<file path="config.mk">
export PLATFORM = sky130hd
export DESIGN_NAME = sram_req_ctrl
export DESIGN_NICKNAME = d
export VERILOG_FILES = /design/src/rtl/sram_req_ctrl_pkg.sv /design/src/rtl/sram_req_ctrl_rsp_fifo.sv /design/src/rtl/sram_req_ctrl.sv
export SDC_FILE = /design/constraint.sdc
export NUM_CORES = 1
export LEC_CHECK = 0
export ABC_CLOCK_PERIOD_IN_PS = 4900
export CAP_MARGIN = 20
export CORE_AREA = 3 3 100 102
export CTS_BUF_LIST = sky130_fd_sc_hd__clkbuf_8 sky130_fd_sc_hd__clkbuf_16
export CTS_CLUSTER_SIZE = 20
export DETAILED_ROUTE_END_ITERATION = 8
export DIE_AREA = 0 0 103 105
export PLACE_DENSITY = 0.84
export REMOVE_ABC_BUFFERS = 1
export SETUP_SLACK_MARGIN = 0.3
export SLEW_MARGIN = 20
export SYNTH_ARGS = -nofsm -noshare
export SYNTH_HDL_FRONTEND = slang
export SYNTH_SLANG_ARGS = --single-unit
export TNS_END_PERCENT = 5
</file>
<file path="constraint.sdc">
create_clock -name clk -period 4.9 [get_ports clk]
set_input_delay 0.98 -clock clk [delete_from_list [all_inputs] [get_ports clk]]
set_output_delay 0.98 -clock clk [all_outputs]
set_load 0.01 [all_outputs]
</file>
<file path="src/rtl/sram_req_ctrl_pkg.sv">
// Shared types and constants for the SRAM request controller.
package sram_ctrl_pkg;

  typedef enum logic {INIT, RUN} state_e;

  localparam int SRAM_AW = 11;
  localparam int SRAM_DW = 16;
  // Cycles from the accept decision to the edge that captures sram_q.
  localparam int RD_LAT  = 2;

endpackage

</file>
<file path="src/rtl/sram_req_ctrl_rsp_fifo.sv">
// Flop-based synchronous response FIFO with same-cycle push/pop.
module rsp_fifo #(
  parameter int DEPTH = 4,
  parameter int DW    = 16,
  localparam int PW   = (DEPTH > 1) ? $clog2(DEPTH) : 1,
  localparam int CW   = $clog2(DEPTH + 1)
) (
  input  logic          clk,
  input  logic          rst_n,
  input  logic          push_i,
  input  logic [DW-1:0] data_i,
  input  logic          pop_i,
  output logic [DW-1:0] data_o,
  output logic [CW-1:0] count_o,
  output logic          full_o,
  output logic          empty_o
);

  logic [DEPTH-1:0][DW-1:0] mem_q;
  logic [PW-1:0]            wr_q, rd_q;
  logic [CW-1:0]            cnt_q;
  logic                     do_push, do_pop;

  function automatic logic [PW-1:0] nxt(input logic [PW-1:0] p);
    return (p == PW'(DEPTH - 1)) ? '0 : p + 1'b1;
  endfunction

  assign full_o  = (cnt_q == CW'(DEPTH));
  assign empty_o = (cnt_q == '0);
  assign count_o = cnt_q;
  assign data_o  = mem_q[rd_q];

  // A pop frees a slot in the same cycle, so a full FIFO may still take a push.
  assign do_push = push_i && (!full_o || pop_i);
  assign do_pop  = pop_i && !empty_o;

  // Storage, pointers and occupancy.
  always_ff @(posedge clk or negedge rst_n) begin
    if (!rst_n) begin
      mem_q <= '0;
      wr_q  <= '0;
      rd_q  <= '0;
      cnt_q <= '0;
    end else begin
      if (do_push) begin
        mem_q[wr_q] <= data_i;
        wr_q        <= nxt(wr_q);
      end
      if (do_pop) rd_q <= nxt(rd_q);
      case ({do_push, do_pop})
        2'b10:   cnt_q <= cnt_q + 1'b1;
        2'b01:   cnt_q <= cnt_q - 1'b1;
        default: cnt_q <= cnt_q;
      endcase
    end
  end

  // Upstream credit gating must make overflow impossible.
  a_no_overflow: assert property (@(posedge clk) disable iff (!rst_n)
    !(push_i && full_o && !pop_i));

endmodule

</file>
<file path="src/rtl/sram_req_ctrl.sv">
// Valid/ready front-end for a single-port SRAM: optional zero-fill after
// reset, registered SRAM commands, and credit-protected read responses.
module sram_req_ctrl
  import sram_ctrl_pkg::*;
#(
  parameter int AW        = SRAM_AW,
  parameter int DW        = SRAM_DW,
  parameter int RSP_DEPTH = 4,
  parameter bit INIT_EN   = 1'b1
) (
  input  logic          clk,
  input  logic          rst_n,
  input  logic          req_valid,
  output logic          req_ready,
  input  logic          req_we,
  input  logic [AW-1:0] req_addr,
  input  logic [DW-1:0] req_wdata,
  output logic          rsp_valid,
  input  logic          rsp_ready,
  output logic [DW-1:0] rsp_data,
  output logic          init_done,
  output logic [AW-1:0] sram_adr,
  output logic [DW-1:0] sram_d,
  output logic          sram_we,
  output logic          sram_me,
  input  logic [DW-1:0] sram_q
);

  localparam int CW = $clog2(RSP_DEPTH + 1);
  localparam logic [AW:0] INIT_LAST = {1'b0, {AW{1'b1}}};

  state_e            state_q;
  logic [AW:0]       init_cnt_q;
  logic              init_done_q;
  logic              me_q, we_q;
  logic [AW-1:0]     adr_q;
  logic [DW-1:0]     d_q;
  logic [RD_LAT-1:0] rd_pipe_q;
  logic [CW-1:0]     fifo_cnt;
  logic              fifo_full, fifo_empty;
  logic [CW:0]       inflight;
  logic              credit_ok, fire, push, pop;

  // Reads accepted but not yet captured into the FIFO.
  always_comb begin
    inflight = '0;
    for (int i = 0; i < RD_LAT; i++) inflight = inflight + (CW+1)'(rd_pipe_q[i]);
  end

  // Every accepted read must have a guaranteed FIFO slot when its data lands.
  assign credit_ok = !fifo_full && (({1'b0, fifo_cnt} + inflight) < (CW+1)'(RSP_DEPTH));
  // Held low while in reset; init_done keeps the first RUN cycle closed so
  // traffic starts only after the last init write has left the pins.
  assign req_ready = rst_n && (state_q == RUN) && init_done_q && credit_ok;
  assign fire      = req_valid && req_ready;
  assign push      = rd_pipe_q[RD_LAT-1];
  assign pop       = rsp_valid && rsp_ready;
  assign rsp_valid = !fifo_empty;

  assign init_done = init_done_q;
  assign sram_me   = me_q;
  assign sram_we   = we_q;
  assign sram_adr  = adr_q;
  assign sram_d    = d_q;

  // Controller FSM: zero-fill sweep, then one registered command per accept.
  always_ff @(posedge clk or negedge rst_n) begin
    if (!rst_n) begin
      state_q     <= INIT_EN ? INIT : RUN;
      init_cnt_q  <= '0;
      init_done_q <= !INIT_EN;
      me_q        <= 1'b0;
      we_q        <= 1'b0;
      adr_q       <= '0;
      d_q         <= '0;
    end else begin
      case (state_q)
        INIT: begin
          me_q  <= 1'b1;
          we_q  <= 1'b1;
          d_q   <= '0;
          adr_q <= init_cnt_q[AW-1:0];
          if (init_cnt_q == INIT_LAST) state_q    <= RUN;
          else                         init_cnt_q <= init_cnt_q + 1'b1;
        end
        RUN: begin
          init_done_q <= 1'b1;
          me_q        <= fire;
          we_q        <= fire && req_we;
          if (fire) begin
            adr_q <= req_addr;
            d_q   <= req_wdata;
          end
        end
        default: state_q <= RUN;
      endcase
    end
  end

  // Read tracking: one bit per stage between accept and data capture.
  always_ff @(posedge clk or negedge rst_n) begin
    if (!rst_n) rd_pipe_q <= '0;
    else        rd_pipe_q <= {rd_pipe_q[RD_LAT-2:0], fire && !req_we};
  end

  rsp_fifo #(.DEPTH(RSP_DEPTH), .DW(DW)) u_rsp_fifo (
    .clk     (clk),
    .rst_n   (rst_n),
    .push_i  (push),
    .data_i  (sram_q),
    .pop_i   (pop),
    .data_o  (rsp_data),
    .count_o (fifo_cnt),
    .full_o  (fifo_full),
    .empty_o (fifo_empty)
  );

endmodule

</file>
; After elaboration in Yosys (flattened, before gate mapping)
; Index checks and enable logic that the tools add are counted.
[word_totals]
register_bits = 116
in_bits = 48
output_inout_bits = 48
[classes]
addsub = 7
order_cmp = 4
eq_ne = 7
n_mux = 16
n_bitwise = 2
reduce_logical = 18
[ops]
columns = operator, count
row1 = 64-bit bitwise mux, 1
row2 = 16-bit 2-to-1 mux, 3
row3 = 16-bit binary-select mux with 2-bit select, 1
row4 = 16-bit demux with 2-bit select, 1
row5 = 16-bit case mux with 2 select lines, 1
row6 = 11-bit case mux with 2 select lines, 1
row7 = 12-bit by 1-bit adder with 12-bit output (second input constant), 1
row8 = 12-bit by 11-bit equality test with 1-bit output (second input constant), 1
row9 = 1-bit logical AND, 11
row10 = 11-bit 2-to-1 mux, 1
row11 = 2-bit equality test (second input constant), 3
row12 = 2-bit by 3-bit less-than comparator with 1-bit output (second input constant), 2
row13 = 3-bit case mux with 2 select lines, 1
row14 = 2-bit by 1-bit adder with 2-bit output (second input constant), 2
row15 = 3-bit by 2-bit adder with 4-bit output, 1
row16 = 4-bit by 3-bit less-than comparator with 1-bit output (second input constant), 1
row17 = 2-bit 2-to-1 mux, 2
row18 = 1-bit case mux with 2 select lines, 2
row19 = 3-bit by 1-bit adder with 3-bit output (second input constant), 1
row20 = 3-bit equality test (second input constant), 1
row21 = 1-bit logical NOT, 3
row22 = 3-bit logical NOT, 1
row23 = 3-bit by 1-bit subtractor with 3-bit output (second input constant), 1
row24 = 1-bit by 1-bit adder with 2-bit output, 1
row25 = 8 further kinds, 10

; Depth between registers and ports, before layout
; Gate-level depths: netlist of run 1.
[logic_depth]
depth_word = 8
depth_mapped = 10
depth_no_buf = 9

; By module
; Synthesis of run 1 repeated with hierarchy kept, for this count alone.
[unflattened]
cells_unflattened = 379
hier_area_um2 = 5161.2
[modules_own_cells]
columns = module, n_inst, cells_each, area_per_inst_um2, seq_area_each_um2
row1 = rsp_fifo, 1, 196, 3218.1, 1776.7
row2 = sram_req_ctrl, 1, 183, 1943.1, 1126.1

; Worst setup path before layout of run 1
; Ideal clock, no wire load.
[synth_timing]
kind = input -> register
from = input port rsp_ready
to = register u_rsp_fifo.cnt_q[2], in the netlist u_rsp_fifo.count_o[2]
setup_time_ns = 0.080
t_arrival_ns = 2.430
slack_ns = 2.390
path_stages = 9
cell_sequence = o41a_1 -> buf_2 -> inv_2 -> ha_1 -> inv_1 -> fa_1 -> xor2_1 -> nor2_1 -> xnor2_1
[synth_between]
elab_chain_cells = 5
[synth_rtl]
columns = item, line
row1 = from (decl), sram_req_ctrl.sv:19  ; input logic rsp_ready,
row2 = 1-bit logical AND (*), sram_req_ctrl.sv:57  ; assign pop = rsp_valid && rsp_ready;
row3 = 1-bit logical OR, sram_req_ctrl_rsp_fifo.sv:34  ; assign do_push = push_i && (!full_o || pop_i);
row4 = 1-bit logical AND, sram_req_ctrl_rsp_fifo.sv:34
row5 = 2-bit by 1-bit equality test with 1-bit output or 2-bit equality test (tied branches), sram_req_ctrl_rsp_fifo.sv:50  ; case ({do_push, do_pop})
row6 = 3-bit case mux with 2 select lines or 2-bit nonzero test (tied branches), --
row7 = to (signal assigned), sram_req_ctrl_rsp_fifo.sv:51  ; 2'b10: cnt_q <= cnt_q + 1'b1;
row8 = to (signal assigned), sram_req_ctrl_rsp_fifo.sv:52  ; 2'b01: cnt_q <= cnt_q - 1'b1;
row9 = to (signal assigned), sram_req_ctrl_rsp_fifo.sv:53  ; default: cnt_q <= cnt_q;
row10 = to (decl), sram_req_ctrl_rsp_fifo.sv:21  ; logic [CW-1:0] cnt_q;
; Mark *: on every way between the ends. The rest lies on a longest branch, timed or not.
; A chain may end at the register's enable or synchronous reset.

; Worst setup path after layout of run 1
[layout_timing]
from = register u_rsp_fifo.rd_q[0]
to = output port rsp_data[7]
[layout_between]
elab_chain_cells = 2
[layout_rtl]
columns = item, line
row1 = from (decl), sram_req_ctrl_rsp_fifo.sv:20  ; logic [PW-1:0] wr_q, rd_q;
row2 = from (signal assigned), sram_req_ctrl_rsp_fifo.sv:49  ; if (do_pop) rd_q <= nxt(rd_q);
row3 = 16-bit binary-select mux with 2-bit select, sram_req_ctrl_rsp_fifo.sv:31  ; assign data_o = mem_q[rd_q];
row4 = 16-bit 2-to-1 mux (not written as such), sram_req_ctrl_rsp_fifo.sv:31
row5 = to (decl), sram_req_ctrl.sv:20  ; output logic [DW-1:0] rsp_data,
; Every way passes these cells. The select of a mux whose other input is x is not followed.

==> results.md, run 1 <==
- Outcome: finished clean
- Logic pwr share: 8.2%
- Post-Synth Simple-Gate Area: 8.502%
- Layout area overhead: 32.18%
- Max H-tree Level: 4
- Mux cell area share after synthesis: 22.29%
- Area share of the largest cell type after synthesis: 57.34%
- I/O pin count: 96
- CTS Buffer Depth: 2
- Post-DP HPWL: 7110 um
- CP endpoint kind: primary output
- Netlist cell types: 39
- I/O Buffers: 95
- Initial antenna violation count: 0
- Final hold violation count: 0
- Post-synthesis sequential area ratio: 57.34%
- Vias in the first global route: 3,652
- Actual slew at the worst max-slew pin: 0.8572 ns
- Post-CTS sizing: 0
- CTS Root Cell: clkbuf_8
- Max-cap violations: 0
- Starting Density: 55.05%
- All-Layer GR Usage: 22.05%
- Area leader, netlist: dfrtp_1
- # fillers: 623
- P_leak: 3.270 nW
- Post-Syn Instances: 372
- Layout cells sized above 1: 13.43%
- CTS sink cnt: 116
- Gpl congestion: 0.8343
- Cts-stage hold buffer count: 0
- Synthesized area: 5062 um2
- P_int: 1.952 mW
- Overall power: 2.530 mW
- Clk slew on worst S/H paths: 0.06 ns
- TritonCTS buffer count: 17
- Max Fclk: 297.2 MHz
- Via density per instance: 5.672
- Clock share of power: 49.6%
- Die X-Extent: 103 um
- Largest family of logic cells by synthesized area: multiplexers
- First-pass GRT wire length: 18,110 um
- Ys Warns: 0
- RSZ-0062 raised after global routing: false
- Synth Area in Adders: 2.373%
- Clk_lat worst skew: 0.52 ns
- # nets final: 529
- Worst-path fanout max: 19
- Die area: 10,820 um2
- XOR/XNOR share of the synthesized area: 1.903%
- Avg Cell Area, Syn: 13.61 um2
- First-pass DRT Iterations: 4
- Critical Path Start Type: flop
- Pins over their slew limit: 0
- Non-filler cells, final: 595
- Relative slew slack: 42.85%
- FP Rows: 35
- Post-placement cell count: 564
- Fraction of registers with async set/reset: 100.0%
- Setup TNS: 0 ns
- Critical Path RT: 3.92 ns
- Synth Area in Compound Gates: 5.091%
- Worst hold path type: flop to flop
- Gr ovfl total: 0
- Wirelength per Cell: 18.27 um
- EDFF count, synth: 0
- DRC viols: 0
- Total routed wirelength: 10,870 um
- Final Cycle Share: 68.66%
- Sw power: 0.5782 mW
- Top cells by area, synth: dfrtp_1 (57%), mux2_1 (14%), mux4_2 (7.1%), nand2_1 (3.3%), nand3_1 (2.1%)
- Setup violators final: 0
- 1st-iter DRT viols: 110
- Routed Antenna Nets: 0
- Diode count: 0
- Largest net degree at the start of global routing: 71
- Pwr/cell area: 378.1 nW/um2
- Synth cell count leaders: dfrtp_1 (116), mux2_1 (63), nand2_1 (45), nand3_1 (21), mux4_2 (16)
- Net Sw Frac: 22.85%
- Vias: 3,375
- Fin crit period: 3.364 ns
- Top FF cell, synth: dfrtp_1
- Sequential power share: 42.2%
- Core area: 9196 um2
- TritonCTS clock tree: yes
- Post-CTS setup buffer count: 0
- WS Path Type: flop to primary output
- Peak supply drop: 0.3158 mV
- Die height: 105 um
- Skew final: 0.006412 ns
- Synthesis-stage register bit count: 116
- WP data arrival: 2.38 ns
- Count leader, synth: dfrtp_1
## path summary, 6_finish.rpt
kind                                        from                    end  slack [ns]  depth (start not counted)
setup / recovery              u_rsp_fifo.rd_q[0]            rsp_data[7]        1.54                          2
hold / removal                      rd_pipe_q[0]           rd_pipe_q[1]        0.38                          0
min in group asynchronous                  rst_n    u_rsp_fifo.mem_q[9]        0.70                          2
max in group asynchronous                  rst_n     u_rsp_fifo.rd_q[0]        3.06                          3
setup reg to reg           u_rsp_fifo.count_o[0]  u_rsp_fifo.count_o[2]        2.69                          8
hold reg to reg                     rd_pipe_q[0]           rd_pipe_q[1]        0.38                          0
## stage by stage
step                      setup slack [ns]  utilization [%]  hold WS [ns]  instance area (um2)
final                                1.536            72.76        0.3796                 6691
after global routing                 1.407            72.76        0.4091                 6691
after detailed placement             1.702            66.19        0.3696                 6087
after global placement               1.747            66.19        0.3658                 6087
after CTS                            1.117            72.75        0.3820                 6690
after floorplan                      2.245                -        0.3597                 4970
## power groups by stage
| stage | clock [mW] | sequential, mW | combinational (mW) |
|---|---|---|---|
| 2_1_floorplan | 0 | 1.06 | 0.122 |
| 3_3_place_gp | 0 | 1.08 | 0.199 |
| 3_5_place_dp | 0 | 1.08 | 0.206 |
| 4_1_cts | 1.27 | 1.07 | 0.212 |
| 5_1_grt | 1.32 | 1.08 | 0.226 |
| 6_report | 1.26 | 1.07 | 0.208 |
## sequential cells by signal (all words and copies together), names as in the netlist
name	count
rd_pipe_q	2
state_q	1
sram_we	1
u_rsp_fifo.rd_q	2
sram_adr	11
sram_me	1
u_rsp_fifo.wr_q	2
init_done	1
init_cnt_q	12
sram_d	16
u_rsp_fifo.count_o	3
u_rsp_fifo.mem_q	64
## cell usage in the layout, fill, tap and decap left out, types with 4 or more instances in the layout
| cell | netlist | layout |
|---|---|---|
| o22a_1 | 9 | 9 |
| nand3_1 | 21 | 21 |
| xor2_1 | 7 | 7 |
| clkinv_2 | 0 | 6 |
| nor3_1 | 5 | 5 |
| bufinv_16 | 0 | 4 |
| clkbuf_16 | 0 | 16 |
| xnor2_1 | 4 | 4 |
| mux2_1 | 63 | 63 |
| dfrtp_1 | 116 | 115 |
| buf_4 | 4 | 5 |
| clkdlybuf4s50_1 | 0 | 94 |
| ha_1 | 8 | 8 |
| inv_1 | 7 | 8 |
| nand2_1 | 45 | 45 |
| mux4_2 | 16 | 16 |
| o21a_1 | 11 | 11 |
| nand2_2 | 4 | 4 |
| nor2_1 | 8 | 8 |
## logic make-up after synthesis
logic type | Yosys count
xor gates and xnor gates | 11
buffers and inverters | 27
adders and majority gates | 9
AOI/OAI and AO/OA | 31
muxes | 84
DFF | 116
and+or+nand+nor | 94
## per-layer routing
| layer | routed length [um] | track usage [%] | vias to the layer above |
|---|---|---|---|
| li1 | - | - | 1539 |
| met1 | 4704 | 27.40 | 1706 |
| met2 | 5093 | 33.68 | 113 |
| met3 | 895 | 9.546 | 17 |
| met4 | 179 | 8.788 | 0 |
| met5 | 0 | 0 | - |
## worst max-delay path, stage by stage (launching register included)
cell and delay (ns):
dfrtp_2 0.75, mux4_2 0.60, clkdlybuf4s50_1 0.50
## area by class of cell
type	instances	area [um2]	share of cell area, %
clock buffers	19	441.7	6.601
clock inverters	12	161.4	2.412
inverters	9	33.78	0.5049
multi-input cells	229	2033	30.39
flip-flops and latches	116	2904	43.40
well taps	111	138.9	2.076
repair buffers	99	978.4	14.62
Power figures use the tool's default switching activity.
==> run 2, diff against run 1 <==
--- a/config.mk
+++ b/config.mk
@@ -5,14 +5,14 @@
 export SDC_FILE = /design/constraint.sdc
 export NUM_CORES = 1
 export LEC_CHECK = 0
-export ABC_CLOCK_PERIOD_IN_PS = 4900
+export ABC_CLOCK_PERIOD_IN_PS = 3000
 export CAP_MARGIN = 20
-export CORE_AREA = 3 3 100 102
+export CORE_AREA = 3 3 108 110
 export CTS_BUF_LIST = sky130_fd_sc_hd__clkbuf_8 sky130_fd_sc_hd__clkbuf_16
 export CTS_CLUSTER_SIZE = 20
 export DETAILED_ROUTE_END_ITERATION = 8
-export DIE_AREA = 0 0 103 105
-export PLACE_DENSITY = 0.84
+export DIE_AREA = 0 0 111 113
+export PLACE_DENSITY = 0.76
 export REMOVE_ABC_BUFFERS = 1
 export SETUP_SLACK_MARGIN = 0.3
 export SLEW_MARGIN = 20
==> constraint.sdc (replaced) <==
create_clock -name clk -period 3 [get_ports clk]
set_input_delay 0.6 -clock clk [delete_from_list [all_inputs] [get_ports clk]]
set_output_delay 0.6 -clock clk [all_outputs]
set_load 0.01 [all_outputs]
==> results.md, run 2 (same netlist as run 1, synthesis figures left out) <==
- Outcome: finished clean
- Cell area after layout: 6689 um2
- # nets final: 532
- CTS sink cnt: 116
- Diode count: 0
- Worst R2R Setup Slack: 0.77 ns
- Dpl ws: 0.2603 ns
- Vias: 3,347
- Worst hold path type: primary input to async pin
- DRC viols: 0
- Die height: 113 um
- Critical Path RT: 2.40 ns
- RSZ-0062 raised after global routing: true
- I/O Buffers: 95
- Vias in the first global route: 3,612
- 1st-iter DRT viols: 116
- Pwr/cell area: 578.5 nW/um2
- Layout cells sized above 1: 13.55%
- Overall power: 3.869 mW
- First-pass DRT Iterations: 4
- Clk_lat worst skew: 0.51 ns
- Fin crit period: 2.731 ns
- Peak supply drop: 0.3473 mV
- Critical Path Start Type: flop
- Final Cycle Share: 91.04%
- Worst-path fanout max: 7
- WS Path Type: flop to primary output
- WP data arrival: 2.13 ns
- Final WS setup: 0.2689 ns
- Gr ovfl total: 0
- Pins over their slew limit: 0
- Starting Density: 46.90%
- Relative slew slack: 45.97%
- Setup violators final: 0
- Clk slew on worst S/H paths: 0.05 ns
- R2R Path End: u_rsp_fifo.count_o[2]
- TritonCTS buffer count: 17
- Largest reg by FF count: u_rsp_fifo.mem_q
- Total routed wirelength: 10,960 um
- Die area: 12,540 um2
- TritonCTS clock tree: yes
- Wirelength per Cell: 17.48 um
- Max H-tree Level: 4
- Initial antenna violation count: 0
- Max Fclk: 366.2 MHz
- Cts-stage hold buffer count: 0
- CP endpoint kind: primary output
- Skew final: 0.007236 ns
- Commonest non-fill, non-tap cells in the layout: dfrtp_1 (115), clkdlybuf4s50_1 (93), mux2_1 (63)
- I/O pin count: 96
- Post-DP HPWL: 7510 um
- Reg2reg path depth: 8
- CTS Buffer Depth: 2
- Post-CTS setup buffer count: 0
- Max-cap violations: 0
- Final hold violation count: 0
- All-Layer GR Usage: 18.52%
- Post-placement cell count: 596
- Setup TNS: 0 ns
- Largest net degree at the start of global routing: 67
- Post-DP Area: 6146 um2
- R2R Path Start: u_rsp_fifo.count_o[0]
- # fillers: 838
- Non-filler cells, final: 627
- P_leak: 3.272 nW
- FP Rows: 38
- CTS Root Cell: clkbuf_8
- Gpl congestion: 0.7760
- First-pass GRT wire length: 18,170 um
- Commonest non-fill, non-tap cell in the layout: dfrtp_1
- Via density per instance: 5.338
- Core area: 10,790 um2
- Largest register FFs: 64
- Routed Antenna Nets: 0
- Die X-Extent: 111 um
- Actual slew at the worst max-slew pin: 0.8104 ns
- Layout area overhead: 32.13%
[run 2: cell types whose count changed in the layout (fill, tap and decap cells not counted), moves of 2 or more]
cell	before	now
clkbuf_8	3	7
inv_1	8	11
clkinv_2	6	4
bufinv_16	4	0
buf_4	5	7
[run 2: metal layers]
metal  GRT usage [%]  wire length (um)  vias to the layer above  part of all wire, %
met5               0                 0                        -                    0
met4           5.665                82                        0                 0.75
met3           8.984               983                        8                  9.0
met2           30.58              5284                      119                   48
met1           21.53              4608                     1676                   42
li1                -                 -                     1544                    -
[run 2: area by class of cell]
type | instances | area (um2) | area share [%]
sequential | 116 | 2904 | 43.42
multi-input combinational | 229 | 2037 | 30.45
timing repair buffer | 102 | 1007 | 15.06
clock buffer | 23 | 496.7 | 7.426
tap | 140 | 175.2 | 2.619
clock inverter | 8 | 35.03 | 0.5238
inverter | 9 | 33.78 | 0.5051
[run 2: repair_timing]
action,CTS,global route
resized for setup,5,0
pin swaps,0,0
endpoints found under the hold margin,0,0
endpoints found under the setup margin,17,16
[run 2: worst max-delay path, stage by stage (launching register included)]
cell and delay [ns]:
dfrtp_1 0.38, buf_4 0.20, mux4_2 0.54, clkdlybuf4s50_1 0.50
[run 2: worst max path at each step]
stage / from / end / cells after the start / slack (ns)
floorplan: u_rsp_fifo.count_o[0] / sram_adr[0] / 5 / 0.34
global placement: rsp_ready / u_rsp_fifo.count_o[2] / 9 / 0.37
detailed placement: rsp_ready / u_rsp_fifo.count_o[2] / 9 / 0.26
CTS: u_rsp_fifo.rd_q[0] / rsp_data[7] / 3 / 0.22
global route: u_rsp_fifo.rd_q[0] / rsp_data[8] / 3 / 0.18
finish: u_rsp_fifo.rd_q[0] / rsp_data[7] / 3 / 0.27
[run 2: through the flow]
stage	hold slack [ns]	utilization [%]
after floorplan	0.3044	-
after global placement	0.3670	56.94
after detailed placement	0.3779	56.94
after CTS	0.3434	61.98
after global routing	0.3738	61.98
final	0.3210	61.98
[run 2: where the power goes]
part           leakage (nW)  switching (mW)  total, mW  internal (mW)
clock                 0.284           0.629       1.75           1.12
sequential             1.56          0.0818       1.69           1.60
combinational          1.42           0.197      0.433          0.237
total                  3.27           0.908       3.87           2.96
==> run 3, diff against run 2 <==
--- a/config.mk
+++ b/config.mk
@@ -7,12 +7,13 @@
 export LEC_CHECK = 0
 export ABC_CLOCK_PERIOD_IN_PS = 3000
 export CAP_MARGIN = 20
-export CORE_AREA = 3 3 108 110
+export CORE_AREA = 3 3 99 101
 export CTS_BUF_LIST = sky130_fd_sc_hd__clkbuf_8 sky130_fd_sc_hd__clkbuf_16
 export CTS_CLUSTER_SIZE = 20
 export DETAILED_ROUTE_END_ITERATION = 8
-export DIE_AREA = 0 0 111 113
-export PLACE_DENSITY = 0.76
+export DIE_AREA = 0 0 102 104
+export DONT_BUFFER_PORTS = 1
+export PLACE_DENSITY = 0.75
 export REMOVE_ABC_BUFFERS = 1
 export SETUP_SLACK_MARGIN = 0.3
 export SLEW_MARGIN = 20
==> results.md, run 3 (same netlist as run 1, synthesis figures left out) <==
- Outcome: complete, but fails checks
- Failing checks: hold timing
- Layout cells sized above 1: 15.72%
- Wirelength per Cell: 18.80 um
- CP endpoint kind: primary output
- Largest delay contributor family on the critical path: flip-flops
- All-Layer GR Usage: 19.11%
- Fin crit period: 2.467 ns
- Pins over their slew limit: 0
- CTS Buffer Depth: 2
- Vias in the first global route: 3,279
- Commonest non-fill, non-tap cell in the layout: dfrtp_1
- P_leak: 2.905 nW
- DRC viols: 0
- Fin util: 62.71%
- FF+latch area: 2903 um2
- Routed Antenna Nets: 0
- Total routed wirelength: 9380 um
- Post-CTS sizing: 0
- Max H-tree Level: 4
- Worst hold margin: -0.2110 ns
- Die height: 104 um
- Clk slew on worst S/H paths: 0.06 ns
- Die area: 10,610 um2
- Critical Path Start Type: flop
- # nets final: 433
- Vias: 2,936
- Gpl congestion: 0.7988
- Crit-path max cell delay: 0.89 ns
- Worst hold path type: primary input to async pin
- Final hold violation count: 116
- RSZ-0062 raised after global routing: false
- FP Rows: 35
- Clk_lat worst skew: 0.51 ns
- Initial antenna violation count: 0
- CTS Root Cell: clkbuf_8
- Largest register FFs: 64
- Setup violators final: 0
- I/O Buffers: 0
- TritonCTS buffer count: 17
- 1st-iter DRT viols: 102
- WS Path Type: flop to primary output
- Starting Density: 55.58%
- Post-CTS setup buffer count: 0
- WP data arrival: 1.87 ns
- Worst-path fanout max: 18
- First-pass GRT wire length: 15,770 um
- Largest net degree at the start of global routing: 118
- Peak supply drop: 0.4187 mV
- Final Cycle Share: 82.24%
- Actual slew at the worst max-slew pin: 0.8509 ns
- Pwr/cell area: 690.0 nW/um2
- Core area: 9109 um2
- I/O pin count: 96
- Relative slew slack: 43.27%
- Gr ovfl total: 0
- Layout area overhead: 12.83%
- Commonest non-fill, non-tap cells in the layout: dfrtp_1 (116), mux2_1 (63), nand2_1 (45)
- CTS sink cnt: 116
- Skew final: 0.008663 ns
- Setup TNS: 0 ns
- Die X-Extent: 102 um
- Post-DP Area: 5131 um2
- Crit path buf inv count: 0
- Multi-input gate area: 2033 um2
- Via density per instance: 5.884
- Critical Path RT: 2.40 ns
- CP max stage cell: dfrtp_1
- Max Fclk: 405.3 MHz
- Max-cap violations: 0
- First-pass DRT Iterations: 4
- # fillers: 718
- TritonCTS clock tree: yes
- Diode count: 0
- Largest reg by FF count: u_rsp_fifo.mem_q
- Crit path cell chain: mux4_2
- Post-DP HPWL: 6049 um
- Cell area after layout: 5712 um2
-- run 3: report_power, final --
part           internal [mW]  switching, mW
logic                  0.157          0.142
clock network           1.29          0.668
registers               1.60         0.0823
total                   3.05          0.892
-- run 3: final cells by class --
class	count	area share, %
clock buffers	19	7.733
inverters	9	0.5915
well taps	111	2.432
repair buffers	3	0.3943
clock inverters	12	2.432
flip-flops and latches	116	50.82
multi-input cells	229	35.60
-- run 3: metrics by stage --
stage	cells	setup WS [ns]	total power [mW]
3_3_place_gp	468	0.8008	1.998
4_1_cts	499	0.4973	3.984
5_1_grt	499	0.4410	4.105
2_1_floorplan	354	0.3447	1.926
6_report	499	0.5329	3.941
3_5_place_dp	468	0.7641	2.015
-- run 3: path summary, 6_finish.rpt --
| check | slack [ns] | endpoint | startpoint | cells past startpoint |
|---|---|---|---|---|
| min in group clk | 0.15 | rd_pipe_q[0] | req_we | 1 |
| worst max register to register | 0.81 | u_rsp_fifo.count_o[2] | u_rsp_fifo.count_o[0] | 8 |
| worst min-delay path | -0.21 | u_rsp_fifo.mem_q[28] | rst_n | 0 |
| worst max-delay path | 0.53 | rsp_data[11] | u_rsp_fifo.rd_q[1] | 1 |
| max in group asynchronous | 2.97 | u_rsp_fifo.mem_q[31] | rst_n | 0 |
| worst min register to register | 0.39 | rd_pipe_q[1] | rd_pipe_q[0] | 0 |
-- run 3: routing by layer --
metal,part of all wire [%],global-route usage [%],up-vias,routed length [um]
met1,43,23.94,1482,4026
li1,-,-,1334,-
met2,48,30.73,106,4533
met3,7.8,7.243,14,733
met4,0.92,5.717,0,86
met5,0,0,-,0
